==> src/rtl/vram_arbiter_pkg.sv <==
// Shared types for the VRAM arbiter: port owner and arbiter state,
// plus the round-robin winner selection used in IDLE.
package vram_arbiter_pkg;

    typedef enum logic [1:0] {
        OWNER_NONE,
        OWNER_GFX,
        OWNER_HOST
    } owner_t;

    typedef enum logic {
        ARB_IDLE,
        ARB_BUSY
    } arb_state_t;

    localparam logic [3:0] VRAM_MASK_ALL = 4'hF;

    // A lone requester wins outright; on contention the requester that did
    // not own the port last time goes first.
    function automatic owner_t pick_winner(input logic   gfx_req,
                                           input logic   host_req,
                                           input owner_t last_owner);
        owner_t win;
        win = OWNER_NONE;
        if (gfx_req && host_req)
            win = (last_owner == OWNER_GFX) ? OWNER_HOST : OWNER_GFX;
        else if (gfx_req)
            win = OWNER_GFX;
        else if (host_req)
            win = OWNER_HOST;
        return win;
    endfunction

endpackage

==> src/rtl/vram_arbiter.sv <==
// Two-requester VRAM port arbiter (rasterizer write-only, host read/write)
// with round-robin on contention and an abort watchdog for lost acks.
module vram_arbiter
    import vram_arbiter_pkg::*;
#(
    parameter int ADDR_WIDTH     = 16,
    parameter int DATA_WIDTH     = 16,
    parameter int TIMEOUT_CYCLES = 255
) (
    input  logic                  clk,
    input  logic                  reset_ni,

    input  logic                  gfx_sel_i,
    input  logic [3:0]            gfx_mask_i,
    input  logic [ADDR_WIDTH-1:0] gfx_addr_i,
    input  logic [DATA_WIDTH-1:0] gfx_data_i,
    output logic                  gfx_ack_o,

    input  logic                  host_sel_i,
    input  logic                  host_wr_i,
    input  logic [3:0]            host_mask_i,
    input  logic [ADDR_WIDTH-1:0] host_addr_i,
    input  logic [DATA_WIDTH-1:0] host_data_i,
    output logic [DATA_WIDTH-1:0] host_data_o,
    output logic                  host_ack_o,

    output logic                  vram_sel_o,
    output logic                  vram_wr_o,
    output logic [3:0]            vram_mask_o,
    output logic [ADDR_WIDTH-1:0] vram_addr_o,
    output logic [DATA_WIDTH-1:0] vram_data_out_o,
    input  logic [DATA_WIDTH-1:0] vram_data_in_i,
    input  logic                  vram_ack_i,

    output logic                  timeout_o
);

    localparam int WD_W = (TIMEOUT_CYCLES > 0) ? $clog2(TIMEOUT_CYCLES + 1) : 1;

    arb_state_t      state;
    owner_t          owner;
    owner_t          last_owner;
    owner_t          winner;
    logic [WD_W-1:0] watchdog;
    logic            busy;
    logic            expire;
    logic            done;

    assign busy   = (state == ARB_BUSY);
    // A real ack on the expiry cycle wins, so timeout_o is not raised then.
    assign expire = busy && !vram_ack_i && (TIMEOUT_CYCLES != 0) &&
                    (watchdog == WD_W'(TIMEOUT_CYCLES));
    assign done   = busy && (vram_ack_i || expire);

    always_comb winner = pick_winner(gfx_sel_i, host_sel_i, last_owner);

    // Acks are combinational so the owner sees completion in the same cycle
    // VRAM acks; gating with busy makes stray IDLE acks invisible.
    assign gfx_ack_o   = done && (owner == OWNER_GFX);
    assign host_ack_o  = done && (owner == OWNER_HOST);
    assign host_data_o = (host_ack_o && vram_ack_i) ? vram_data_in_i : '0;

    // NOTE: all state below uses non-blocking assignments so every register
    // samples the pre-edge values; blocking here would chain updates.
    always_ff @(posedge clk or negedge reset_ni) begin
        if (!reset_ni) begin
            state           <= ARB_IDLE;
            owner           <= OWNER_NONE;
            last_owner      <= OWNER_HOST;
            watchdog        <= '0;
            vram_sel_o      <= 1'b0;
            vram_wr_o       <= 1'b0;
            vram_mask_o     <= '0;
            vram_addr_o     <= '0;
            vram_data_out_o <= '0;
            timeout_o       <= 1'b0;
        end else begin
            case (state)
                ARB_IDLE: begin
                    if (winner != OWNER_NONE) begin
                        state      <= ARB_BUSY;
                        owner      <= winner;
                        watchdog   <= '0;
                        vram_sel_o <= 1'b1;
                        if (winner == OWNER_GFX) begin
                            vram_wr_o       <= 1'b1;
                            vram_mask_o     <= gfx_mask_i;
                            vram_addr_o     <= gfx_addr_i;
                            vram_data_out_o <= gfx_data_i;
                        end else begin
                            vram_wr_o       <= host_wr_i;
                            vram_mask_o     <= host_mask_i;
                            vram_addr_o     <= host_addr_i;
                            vram_data_out_o <= host_data_i;
                        end
                    end
                end
                ARB_BUSY: begin
                    if (done) begin
                        state      <= ARB_IDLE;
                        last_owner <= owner;
                        owner      <= OWNER_NONE;
                        vram_sel_o <= 1'b0;
                        vram_wr_o  <= 1'b0;
                        if (expire)
                            timeout_o <= 1'b1;
                    end else if (TIMEOUT_CYCLES != 0) begin
                        watchdog <= watchdog + 1'b1;
                    end
                end
                default: state <= ARB_IDLE;
            endcase
        end
    end

endmodule

==> config.mk <==
export PLATFORM = sky130hd
export DESIGN_NAME = vram_arbiter
export DESIGN_NICKNAME = d
export VERILOG_FILES = /design/src/rtl/vram_arbiter_pkg.sv /design/src/rtl/vram_arbiter.sv
export SDC_FILE = /design/constraint.sdc
export NUM_CORES = 1
export LEC_CHECK = 0
export ABC_AREA = 1
export CORE_ASPECT_RATIO = 0.8
export CORE_MARGIN = 10
export CORE_UTILIZATION = 35
export CTS_BUF_LIST = sky130_fd_sc_hd__clkbuf_16
export CTS_CLUSTER_DIAMETER = 200
export CTS_CLUSTER_SIZE = 16
export DETAILED_ROUTE_END_ITERATION = 6
export PLACE_DENSITY_LB_ADDON = 0.25
export SYNTH_ARGS = -nofsm -noshare
export SYNTH_HDL_FRONTEND = slang
export SYNTH_SLANG_ARGS = --single-unit
==> constraint.sdc <==
create_clock -name clk -period 1.6 [get_ports clk]
set_clock_uncertainty 0.1 [all_clocks]
set_input_delay 0.4 -clock clk [delete_from_list [all_inputs] [get_ports clk]]
set_output_delay 0.4 -clock clk [all_outputs]
set_load 0.05 [all_outputs]
==> metrics.cfg, run 1 <==
[synth]
synth_nets=448
synth_top_family_by_area=simple AND/OR/NAND/NOR gates
synth.area.mux_share_pct=0
synth_xor_xnor_area_share_pct=0.333
synthAdderAreaFrac_pct=0.475
seq_area_frac_synth_pct=49.5
yosys-top-cells-area=dfrtp_1 (48%), o21ai_0 (12%), nand2_1 (12%)
synth_top_area_cell=dfrtp_1
synth_warnings=0
synth_seq_cells=52
synth_simple_gate_area_share_pct=25.9
synth_area_sq_um=2630
postSynthAreaPerCell_sq_um=7.46
synth_cells=353
ys_types=24
synth_compound_area_share_pct=15.7
synth_top_cell_area_share_pct=48.5

[timing]
setup_ws_ns=-0.543
fin_crit_ns=2.14
period_share_pct=134
maxSlewHeadroom_pct=80.3
rsz0062_at_grt=yes
fmax_ghz=0.467
worst_slew_pin_slew_ns=0.295
hold_violations=2
final-setup-viol-count=23
drv_slew=0
holdWs_ns=-0.00188

[power]
power_leakage_nw=2.54
power.density_nw_per_um2=1660
ir_drop_uv=913

[detailed_routing]
viasPerCell=4.79
drt-total-wl_um=10500
vias=3024
drcViolationCount=0
ant_nets=0
dr.pass1.iters=4
avgRoutedWirePerCell_um=16.6
drtIter0Drc=113

[place]
place_area_sq_um=5160
hpwl_um=8040
place_inst=608
place_ws_ns=-0.616
gp_congestion=0.811
io_buffers=150

[clocking]
clk_pin_slew_ns=0.07
cts_sinks=52
cts_root_buf=clkbuf_16
cts_tree=yes
postCtsHoldBufs=0
clock_latency_ns=0.29
htree_levels=2
cts_inserted_buffers=5
clk_path_buf_depth=2

[global_routing]
grt_overflow_total=0
grt_use_met2_pct=27.9
grt_pass1_wl_um=15900
gr-usage-all-layers_pct=17.4
grt_max_degree=53
met3_usage_pct=8.89
antenna_found_initial=0
gr-max-usage-layer=met2
grt_pass1_vias=3061
grt_use_met1_pct=20.0

[die]
io_pins=151
core_sq_um=7360
dieWidth_um=117
core.rowCount=28
dieArea_sq_um=11400
die_y_um=97.6
initial_core_util_pct=35.8

[status]
violations=negative hold slack, negative setup slack
status=finished with violations

[layout]
antenna_cells=0
fill_cells=506
stdcell_count=631
fin_area_sq_um=5610
nNetsFinal=635
final_core_util_pct=76.2
final_common_cell=clkdlybuf4s50_1
drive_gt1_share_pct=27.9
area_growth_pct=113
layout_common_cells=clkdlybuf4s50_1 (91), nand2_1 (79), buf_12 (67)

[setup_path]
cp_data_required_time_ns=1.10
critPathKind=reg2out
critPathBufInv=1
cp_num_cells=8
critPathTopFamily=simple AND/OR/NAND/NOR gates
slowest_stage=dfrtp_1
path_common_cell=nand2_1
path_cells=ha_4, nand3_4, nor2_4, nand2_1, nand2_1, nand2_2, nor3_4, buf_12
startpoint_type=flop
rr_endpoint=busy$_DFF_PN0_
crit_arrival_ns=1.64
cpPeakStageDelay_ns=0.39
worstSetupEndpointType=output pin
reg2reg_depth=10
critical_path.max_fanout=3
r2r_slack_ns=-0.09
r2r_start=watchdog[0]$_DFFE_PN0P_

[worst_hold_path]
hold_path_class=in2async

[flow_run]
drv_cap=0

registers in the layout, summed over array words and instances (netlist names):
signal	cells
vram_addr_o	16
timeout_o	1
vram_wr_o	1
last_owner	2
vram_sel_o	1
busy	1
vram_mask_o	4
owner	2
vram_data_out_o	16
watchdog	8
metrics by stage:
step           setup TNS (ns)  power (W)
5_1_grt                 -8.07    0.00974
3_3_place_gp           -18.81    0.00775
4_1_cts                 -6.28    0.00919
3_5_place_dp           -21.53    0.00786
2_1_floorplan           -5.60    0.00472
6_report                -6.38    0.00930
cell type report:
class | count | area [sq um] | area share (%)
inverters | 35 | 139 | 2.48
well taps | 90 | 113 | 2.01
clock inverters | 3 | 47.5 | 0.848
repair buffers | 197 | 2570 | 45.8
flip-flops and latches | 52 | 1300 | 23.2
clock buffers | 5 | 125 | 2.23
multi-input cells | 249 | 1320 | 23.5
worst max-delay path by stage:
stage / startpoint / to
6_report: watchdog[0]$_DFFE_PN0P_ / host_ack_o
5_1_grt: watchdog[0]$_DFFE_PN0P_ / host_ack_o
4_1_cts: watchdog[0]$_DFFE_PN0P_ / gfx_ack_o
3_5_place_dp: vram_ack_i / host_ack_o
3_3_place_gp: vram_ack_i / host_ack_o
2_1_floorplan: watchdog[0]$_DFFE_PN0P_ / host_ack_o
worst register-to-register path, cell delays in order (launching register included):
cell and delay [ns]:
dfrtp_1 0.39, ha_4 0.16, nand3_4 0.09, buf_4 0.15, buf_6 0.11, inv_4 0.06, nand2_4 0.05, nand3_4 0.12
nand2_4 0.10, buf_6 0.14, buf_4 0.12
what timing repair did:
item / 4_1_cts / 5_1_grt
gates cloned: 1 / 0
buffers inserted: 6 / 12
gates resized for setup: 20 / 46
endpoints found under the setup margin: 43 / 66
pin swaps: 2 / 11
synthesized netlist by cell type (all sizes together):
master	count
nor3	2
inv	34
xnor2	1
or2	1
dfstp	1
clkbuf	5
nand2	83
o21ai	70
ha	1
dfrtp	51
buf	12
nor2	64
o21bai	2
clkinv	1
nand4	3
nand3	14
a21oi	8
metal layers:
layer	wire, um	vias to the layer above
met5	0	-
met4	123	0
met3	1210	10
met2	5120	123
met1	4040	1395
li1	-	1496
cell families after synthesis:
kind of cell / Yosys count
simple gates: 167
compound gates: 80
flops: 52
fa+ha+maj: 1
xor+xnor: 1
buf+inv: 52
power by group:
part / total [W] / internal (W) / switching (W)
Clock: 0.00123 / 0.000744 / 0.000487
Combinational: 0.00571 / 0.00272 / 0.00299
Sequential: 0.00236 / 0.00183 / 0.000529
(Power assumes the default switching activity.)
==> run 2, diff against run 1 <==
--- a/config.mk
+++ b/config.mk
@@ -13,6 +13,8 @@
 export CTS_CLUSTER_DIAMETER = 200
 export CTS_CLUSTER_SIZE = 16
 export DETAILED_ROUTE_END_ITERATION = 6
+export GPL_TIMING_DRIVEN = 0
+export MAX_ROUTING_LAYER = met4
 export PLACE_DENSITY_LB_ADDON = 0.25
 export SYNTH_ARGS = -nofsm -noshare
 export SYNTH_HDL_FRONTEND = slang
==> run 2 against run 1 <==
Net effect:
- the run ends with negative setup slack left
- combinational power decreased by 11%
- hold slack improved by 0.031 ns
- non-clock buffer count increased by 9
- die area unchanged
- via count increased by 2.4%
- critical endpoint is now gfx_ack_o
- largest cell class unchanged
==> metrics.cfg, run 2 (same netlist as run 1, synthesis figures left out) <==
[clocking]
cts_root_buf=clkbuf_16
postCtsHoldBufs=0  ; unchanged
htree_levels=2  ; unchanged
clk_pin_slew_ns=0.07  ; about the same
clk_path_buf_depth=2  ; unchanged
cts_sinks=52  ; unchanged
cts_tree=yes
clock_latency_ns=0.28  ; about the same
cts_inserted_buffers=5  ; unchanged

[detailed_routing]
drtIter0Drc=97  ; -14%
route.met2.wl_um=5340  ; +4.4%
wl_met3_um=1010  ; -16%
vias=3098  ; +2.4%
avgRoutedWirePerCell_um=16.8  ; +1.3%
drt-met1-wl_um=4400  ; +9.0%
drcViolationCount=0  ; unchanged
ant_nets=0  ; unchanged
drt-total-wl_um=10800  ; +2.9%
dr.pass1.iters=4  ; unchanged
top_layer_used=met4
viasPerCell=4.83  ; +0.85%

[setup_path]
cpPeakStageDelay_ns=0.40  ; about the same
critPathKind=reg2out
r2r_slack_ns=-0.15  ; -0.06 ns
worstSetupEndpointType=output pin
slowest_stage=dfrtp_1
r2r_start=busy$_DFF_PN0_
cp_data_required_time_ns=1.10  ; about the same
startpoint_type=flop
critical_path.max_fanout=5  ; +2
path_common_cell=nand2_2
path_cells=ha_4, nand3_4, nor2_4, nand2_2, nand2_2, nand2_4, nor3_4, buf_6
crit_arrival_ns=1.66  ; +0.02 ns
rr_endpoint=vram_addr_o[0]$_DFFE_PN0P_
reg2reg_depth=10  ; unchanged

[die]
die_y_um=97.6  ; unchanged
dieArea_sq_um=11400  ; unchanged
initial_core_util_pct=35.8  ; unchanged
core.rowCount=28  ; unchanged
io_pins=151  ; unchanged
dieWidth_um=117  ; unchanged
core_sq_um=7360  ; unchanged

[place]
io_buffers=150  ; unchanged
place_inst=594  ; -2.3%
gp_congestion=0.815  ; +0.57%
hpwl_um=7340  ; -8.7%
place_area_sq_um=4380  ; -15%

[layout]
stdcell_count=641  ; +1.6%
layout_common_cells=clkdlybuf4s50_1 (89), nand2_1 (55), dfrtp_1 (50)
antenna_cells=0  ; unchanged
final_core_util_pct=75.8  ; -0.48 points
area_growth_pct=112
fin_area_sq_um=5570  ; -0.62%
nNetsFinal=645  ; +1.6%
final_common_cell=clkdlybuf4s50_1
largest_registers=vram_addr_o: 16 flops, vram_data_out_o: 16 flops, watchdog: 8 flops
drive_gt1_share_pct=38.3  ; +10 points

[timing]
rsz0062_at_grt=yes
maxSlewHeadroom_pct=58.3  ; -22 points
final-setup-viol-count=55  ; +140%
fmax_ghz=0.463  ; -0.84%
drv_slew=0  ; unchanged
period_share_pct=135  ; +1.1 points
worst_slew_pin_slew_ns=0.625  ; +0.330 ns
hold_violations=0  ; -2
setup_tns_ns=-8.44  ; -2.06 ns
fin_crit_ns=2.16  ; +0.0183 ns
setup_ws_ns=-0.562  ; -0.0183 ns

[power]
ir_drop_uv=976  ; +6.8%
power_leakage_nw=2.51  ; -1.5%
power_w=0.00883  ; -5.0%
power.density_nw_per_um2=1580  ; -4.4%

[global_routing]
grt_max_degree=29  ; -45%
antenna_found_initial=0  ; unchanged
gr-usage-all-layers_pct=17.0  ; -0.46 points
grt_pass1_vias=3032  ; -0.95%
grt_overflow_total=0  ; unchanged
grt_pass1_wl_um=15400  ; -3.0%

[flow_run]
drv_cap=0  ; unchanged

[worst_hold_path]
hold_path_class=in2async

[status]
status=finished with violations
violations=negative setup slack

run 2: changes by cell type in the layout (fill, tap and decap cells not counted), moves of 7 or more:
| cell | change |
|---|---|
| nand2_2 | +19 |
| o21ai_0 | -23 |
| clkdlybuf4s15_2 | +37 |
| buf_12 | -64 |
| buf_4 | -8 |
| clkbuf_16 | +7 |
| o21ai_2 | +17 |
| buf_6 | +19 |
| nand2_1 | -24 |
| buf_8 | +13 |
run 2: final cells by class:
type / instances / area (sq um)
repair buffers: 190 / 2050
fillers: 515 / 1780
multi-input cells: 250 / 1540
flip-flops and latches: 52 / 1300
plain buffers: 16 / 195
inverters: 35 / 151
clock buffers: 5 / 125
well taps: 90 / 113
clock inverters: 3 / 90.1
run 2: worst max path at each step:
stage | from | to | slack (ns) | depth (start not counted)
floorplan | watchdog[0]$_DFFE_PN0P_ | host_ack_o | -0.43 | 8
global placement | reset_ni | vram_addr_o[2]$_DFFE_PN0P_ | -1.64 | 1
detailed placement | vram_ack_i | host_data_o[5] | -1.38 | 5
CTS | watchdog[1]$_DFFE_PN0P_ | gfx_ack_o | -0.59 | 9
global route | watchdog[0]$_DFFE_PN0P_ | gfx_ack_o | -0.62 | 8
finish | watchdog[0]$_DFFE_PN0P_ | gfx_ack_o | -0.56 | 8
run 2: metrics by stage:
stage	setup slack [ns]	hold slack, ns
after global routing	-0.625	0.0726
after CTS	-0.589	0.0401
after detailed placement	-1.38	0.341
after global placement	-1.64	0.358
final	-0.562	0.0295
after floorplan	-0.434	0.00441
run 2: power by group:
group | switching [W] | internal (W)
registers | 0.000348 | 0.00183
logic | 0.00318 | 0.00193
clock network | 0.000489 | 0.00105
run 2: what timing repair did:
action / 4_1_cts / 5_1_grt
cloned: 1 / 7
setup buffers: 15 / 18
setup endpoints to repair: 100 / 62
gates resized for setup: 281 / 159
pin swaps: 7 / 24
run 2: critical path: cells and delay by family, from the launching register on:
family	cells	cell delay [ns]
simple gates	6	0.64
flops	1	0.40
buf+inv	1	0.18
fa+ha+maj	1	0.17
run 2: metal layers:
| metal | track usage (%) | vias to the layer above |
|---|---|---|
| li1 | - | 1522 |
| met1 | 20.3 | 1456 |
| met2 | 26.8 | 118 |
| met3 | 6.79 | 2 |
| met4 | 2.47 | 0 |
| met5 | - | - |
